### src/rtl/fsub32bit_serial.sv
`default_nettype none
// ============================================================================
//  Module      : fsub32bit_serial
//  Description : 32-bit subtractor (a - b - bin), computed one byte per clock,
//                LSB first, with the inter-byte borrow kept in a register.
//                Reports borrow-out, signed overflow and zero at completion.
//  Revision    : 1.0  initial release
// ============================================================================
module fsub32bit_serial (
  input  logic        clk,
  input  logic        rst_n,
  input  logic        start,
  input  logic [31:0] a,
  input  logic [31:0] b,
  input  logic        bin,
  output logic        busy,
  output logic        done,
  output logic [31:0] diff,
  output logic        bo,
  output logic        ovf,
  output logic        zero
);

  typedef enum logic [1:0] {
    IDLE = 2'd0,
    CALC = 2'd1,
    DONE = 2'd2
  } state_t;

  state_t      state;
  state_t      state_next;
  logic [1:0]  idx;
  logic        borrow;
  logic [31:0] a_q;
  logic [31:0] b_q;

  // Byte slice of the current step and the word as it will look after it.
  logic [4:0]  bit_base;
  logic [8:0]  slice_sub;
  logic [31:0] diff_next;

  // Subtract the selected byte pair with the running borrow; bit 8 is borrow out.
  always_comb begin
    bit_base  = {idx, 3'b000};
    slice_sub = {1'b0, a_q[bit_base +: 8]} - {1'b0, b_q[bit_base +: 8]} - {8'd0, borrow};
    diff_next = diff;
    diff_next[bit_base +: 8] = slice_sub[7:0];
  end

  // State register.
  always_ff @(posedge clk or negedge rst_n) begin
    if (!rst_n) begin
      state <= IDLE;
    end else begin
      state <= state_next;
    end
  end

  // Next-state logic and status outputs; start is only honoured outside CALC.
  always_comb begin
    state_next = state;
    busy       = 1'b0;
    done       = 1'b0;
    case (state)
      IDLE: begin
        if (start) state_next = CALC;
      end
      CALC: begin
        busy = 1'b1;
        if (idx == 2'd3) state_next = DONE;
      end
      DONE: begin
        done       = 1'b1;
        state_next = start ? CALC : IDLE;
      end
      default: state_next = IDLE;
    endcase
  end

  // Datapath: capture operands on acceptance, then one byte per CALC edge.
  // Flags are only touched on the final byte so they hold between operations.
  always_ff @(posedge clk or negedge rst_n) begin
    if (!rst_n) begin
      idx    <= 2'd0;
      borrow <= 1'b0;
      a_q    <= 32'd0;
      b_q    <= 32'd0;
      diff   <= 32'd0;
      bo     <= 1'b0;
      ovf    <= 1'b0;
      zero   <= 1'b0;
    end else begin
      case (state)
        IDLE, DONE: begin
          if (start) begin
            a_q    <= a;
            b_q    <= b;
            borrow <= bin;
            idx    <= 2'd0;
          end
        end
        CALC: begin
          diff   <= diff_next;
          borrow <= slice_sub[8];
          idx    <= idx + 2'd1;
          if (idx == 2'd3) begin
            bo   <= slice_sub[8];
            ovf  <= (a_q[31] != b_q[31]) && (diff_next[31] != a_q[31]);
            zero <= (diff_next == 32'd0);
          end
        end
        default: ;
      endcase
    end
  end

endmodule
`default_nettype wire

### config.mk
export PLATFORM = sky130hd
export DESIGN_NAME = fsub32bit_serial
export DESIGN_NICKNAME = d
export VERILOG_FILES = /design/src/rtl/fsub32bit_serial.sv
export SDC_FILE = /design/constraint.sdc
export NUM_CORES = 1
export LEC_CHECK = 0
export CORE_MARGIN = 2
export CORE_UTILIZATION = 35
export DETAILED_ROUTE_END_ITERATION = 7
export PLACE_DENSITY = 0.54
export SLEW_MARGIN = 25
export SYNTH_ARGS = -nofsm -noshare
export SYNTH_HDL_FRONTEND = slang
export SYNTH_SLANG_ARGS = --single-unit
export TNS_END_PERCENT = 30
### constraint.sdc
create_clock -name clk -period 5.6 [get_ports clk]
set_clock_uncertainty 0.15 [all_clocks]
set_input_delay 0.56 -clock clk [delete_from_list [all_inputs] [get_ports clk]]
set_output_delay 0.56 -clock clk [all_outputs]
set_load 0.05 [all_outputs]
Word-level counts from Yosys, hierarchy flattened:

Index checks and enable logic that the tools add are counted.

* bits in registers: 104
* latch bits: 0
* memory bits (writable): 0
* ROM bits: 0
* input bits: 68
* word-level logic and storage cells: 45
* memories kept: 0

* add/sub/neg operators: 4
* multiply operators: 0
* div/mod/pow operators: 0
* magnitude comparators: 0
* equality and inequality tests: 8
* shift-type cells: 4
* multiplexer cells: 11
* bitwise gates (word level): 0
* reductions and logical operators: 9

Operator list (number)
* 32-bit by 6-bit indexed part select with 8-bit output: 2
* 32-bit bitwise mux: 1
* 32-bit zero test: 1
* 8-bit by 7-bit variable shift with 32-bit output, first input constant: 1
* 8-bit by 7-bit indexed part select with 32-bit output: 1
* 8-bit by 8-bit subtractor with 9-bit output: 1
* 9-bit by 1-bit subtractor with 9-bit output: 1
* 2-bit AND reduction: 4
* 5-bit negator with 7-bit output: 1
* 2-bit 2-to-1 mux: 3
* 2-bit inequality test, second input constant: 3
* 2-bit case mux with 3 select lines: 1
* 2-bit equality test, second input constant: 2
* 1-bit 2-to-1 mux: 4
* 2-bit case mux with 2 select lines: 1
* 2-bit by 1-bit adder with 2-bit output, second input constant: 1
* 2-bit by 1-bit equality test with 1-bit output, second input constant: 1
* 2-bit zero test: 1
* 1-bit inequality test: 2
* 1-bit case mux with 2 select lines: 1
* 2-bit nonzero test: 1
* 2-bit OR reduction: 1
* 1-bit logical AND: 1

Longest topological paths before layout:

* word-level depth: 7
* depth in mapped cells: 13

Worst setup path after synthesis:

Ideal clock, no wire load.

* path kind: register to register
* start point: register idx[0]
* end point: register zero
* data arrival time: 3546 ps
* data required time: 5382 ps
* setup slack: 1836 ps
* stages on the path, launching flop included: 13
* cell sequence: dfrtp_1 buf_6 clkbuf_1 mux4_2 inv_1 fa_1 inv_1 fa_1 xnor2_1 or3b_2 nor4b_1 o221a_2 a32o_1

* word-level cells in the longest chain between the ends: 6

Ends and longest elaborated chain
* from (decl): line 32 `logic [1:0] idx;`
* from (signal assigned): line 105 `idx <= idx + 2'd1;`
* 32-bit by 6-bit indexed part select with 8-bit output: line 45 `slice_sub = {1'b0, a_q[bit_base +: 8]} - {1'b0, b_q[bit_base +: 8]} - {8'd0, borrow};`
* 8-bit by 8-bit subtractor with 9-bit output: line 45
* 9-bit by 1-bit subtractor with 9-bit output: line 45
* 8-bit by 7-bit indexed part select with 32-bit output: line 47 `diff_next[bit_base +: 8] = slice_sub[7:0];`
* 32-bit bitwise mux: line 47
* 32-bit zero test: line 109 `zero <= (diff_next == 32'd0);`
* to (signal assigned): line 109
* to (decl): line 21 `output logic zero`

Parallel ways exist; a longest one is shown, timed or not.
A chain may end at the register's enable or synchronous reset.

Worst setup path in the final report:

Same ends and word-level chain as after synthesis.

==> results.md <==
- Async SR Flop Fraction: 100%
- Finished Layout Cells: 670
- Final Net Count: 574
- Crit path required time: 5740 ps
- Drt pass-1 iters: 4
- Root Buffer: clkbuf_16
- DIE AREA: 15200 um2
- Die H: 123 um
- CP cell instances: buf_4 -> mux4_2 -> inv_1 -> ha_1 -> inv_1 -> ha_1 -> a21boi_0 -> o22ai_1 -> xnor2_1 -> nor4b_1 -> o221a_2 -> a32o_1
- RePlAce Congestion: 0.836
- Crit Path Category: register to register
- Critical Path Max Stage Delay: 750 ps
- Max-slew violations: 0
- Post-route cell area: 6540 um2
- CP endpoint kind: register
- Clk_lat worst skew: 350 ps
- Num rows: 43
- Number of synthesized flops with an enable pin: 0
- Synth top area cells: dfrtp_1 (52%), mux2_2 (14%), mux4_2 (7.2%)
- # setup viols final: 0
- Overflow after GRT: 0
- First-pass GRT wire length: 19400 um
- ANT nets after route: 0
- Diode count: 0
- Initial Util: 35.9%
- CTS tree: yes
- Max H-tree Level: 3
- Die X: 123 um
- Number of hold violations in the final report: 0
- CP arrival: 4230 ps
- Syn. warnings: 0
- RSZ-0062 raised after global routing: no
- Clock Sinks: 104
- Hpwl dp: 9110 um
- DP Area: 6230 um2
- Post_cts resized: 0
- Vias: 3440
- Tcrit/Tclk final: 73.1%
- Total length of routed wires: 12000 um
- Cells after synthesis: 383
- Fraction of layout cells with a size suffix above 1: 21.6%
- IO Port Bufs: 104
- Vias/cell: 5.13
- Synth top area share: 52.2%
- DR WL/cell: 17.9 um
- DR DRC count: 0
- Vias in the first global route: 3611
- Placed cells: 655
- Worst-case clock buffer depth: 2
- Slew headroom: 37.0%
- CP max stage cell: dfrtp_1
- Crit-path max FO: 14
- Pin count of the biggest net entering global routing: 59
- Final min period: 4090 ps
- Global Route Usage Sum: 17.2%
- Post-CTS Hold Buffers: 0
- Number of buffers created by CTS: 9
- Initial antenna violation count: 0
- Worst Hold Class: primary input to asynchronous set/reset pin
- Worst-Margin Slew: 945 ps
- Number of top-level pins: 105
- Max cap viols: 0
- Run status: completed
- Mapped Area: 4980 um2
- 1st-iter DRT viols: 216
- Startpoint types: register
- Mean Syn Cell Area: 13.0 um2
- Core area: 13900 um2
- Clock transition at path regs: 60 ps
- Synth area leader: dfrtp_1
- Main flop type after synthesis: dfrtp_1
- Setup repair bufs after CTS: 0
- FMAX: 244 MHz
- Syn_nets: 471
- Post-layout util: 47.1%
- Cell variety after synth: 46
- #FFs+latches synth: 104
- Area Overhead vs Synth: 31.3%
- TNS Setup: 0 ps
- Seq/Total Area, Yosys: 52.2%
placed cells by master (no fill, tap or decap), types with 2 or more instances in the layout:
cell type and instances:
mux4_2 16, nor3_1 4, nand3b_1 3, a21oi_1 11, or3_1 4, nor4_1 6
dfrtp_1 104, mux2_2 64, o21bai_1 2, ha_1 18, xnor2_1 5, o21ai_0 17
clkdlybuf4s50_1 103, inv_1 29, nor2_1 11, fa_1 2, nand2b_1 2, nand3_1 2
a22o_1 20, a31oi_1 2, clkbuf_8 3, nor2b_1 2, buf_4 4, clkbuf_16 9
nand2_1 21
logic make-up after synthesis:
group | Yosys count | share of synthesized area (%)
flip-flops | 104 | 52.2
AND/OR/NAND/NOR | 63 | 6.45
multiplexers | 80 | 21.7
buffers and inverters | 45 | 3.57
AO/OA/AOI/OAI | 65 | 9.52
adder cells (fa/ha/maj) | 20 | 5.32
XOR/XNOR | 6 | 1.21
critical path: cells and delay by family, from the launching register on:
family	cells	cell delay, ps
buffers and inverters	3	490
and+or+nand+nor	1	310
xor gates and xnor gates	1	500
adders and majority gates	2	450
muxes	1	530
AOI/OAI and AO/OA	4	820
DFF	1	750
path summary, 6_finish.rpt:
check,depth (start not counted),end,slack (ps),start
max in group asynchronous,2,a_q[8]$_DFFE_PN0P_,4080,rst_n
worst max-delay path,12,zero$_DFFE_PN0P_,1510,idx[0]$_DFFE_PN0P_
min in group clk,1,b_q[17]$_DFFE_PN0P_,350,b_q[17]$_DFFE_PN0P_
worst min register to register,1,b_q[17]$_DFFE_PN0P_,350,b_q[17]$_DFFE_PN0P_
worst max register to register,12,zero$_DFFE_PN0P_,1510,idx[0]$_DFFE_PN0P_
worst min-delay path,1,b_q[9]$_DFFE_PN0P_,60,rst_n
metal layers:
layer / part of all wire, % / GRT usage, % / wire length, um
met1: 44 / 23.0 / 5270
met2: 49 / 27.7 / 5870
met3: 5.1 / 3.51 / 611
met4: 1.8 / 6.32 / 215
met5: 0 / 0 / 0
registers in the layout (all words and copies together) (netlist names):
| name | cells |
|---|---|
| a_q | 32 |
| bo | 1 |
| b_q | 32 |
| zero | 1 |
| borrow | 1 |
| idx | 2 |
| state | 2 |
| diff | 32 |
| ovf | 1 |
cell usage after synthesis, types with 2 or more instances:
library cell / number
a21oi_1: 11
nor4_1: 6
nor3_1: 4
xnor2_1: 5
a31oi_1: 2
dfrtp_1: 104
clkbuf_1: 10
nand3_1: 2
or3_1: 4
fa_1: 2
buf_1: 4
nand2_1: 21
mux2_2: 64
o21ai_0: 17
mux4_2: 16
inv_1: 29
nand2b_1: 2
ha_1: 18
a22o_1: 20
nor2b_1: 3
nand3b_1: 3
o21bai_1: 2
nor2_1: 11
cell type report:
| type | count | area, um2 |
|---|---|---|
| clock buffer | 13 | 270 |
| tap | 180 | 225 |
| multi-input combinational | 234 | 2210 |
| fill | 1293 | 7340 |
| inverter | 29 | 109 |
| clock inverter | 2 | 37.5 |
| timing repair buffer | 108 | 1090 |
| sequential | 104 | 2600 |
through the flow:
step                      setup WS [ps]  hold WS, ps
after floorplan                    1840          114
after global placement             1600          334
after detailed placement           1510          341
after CTS                          1480         83.4
after global routing               1290          118
final                              1510         60.2
Power is not shown: default switching activity piles up to over one toggle a cycle in this logic, so the estimate is an artifact.
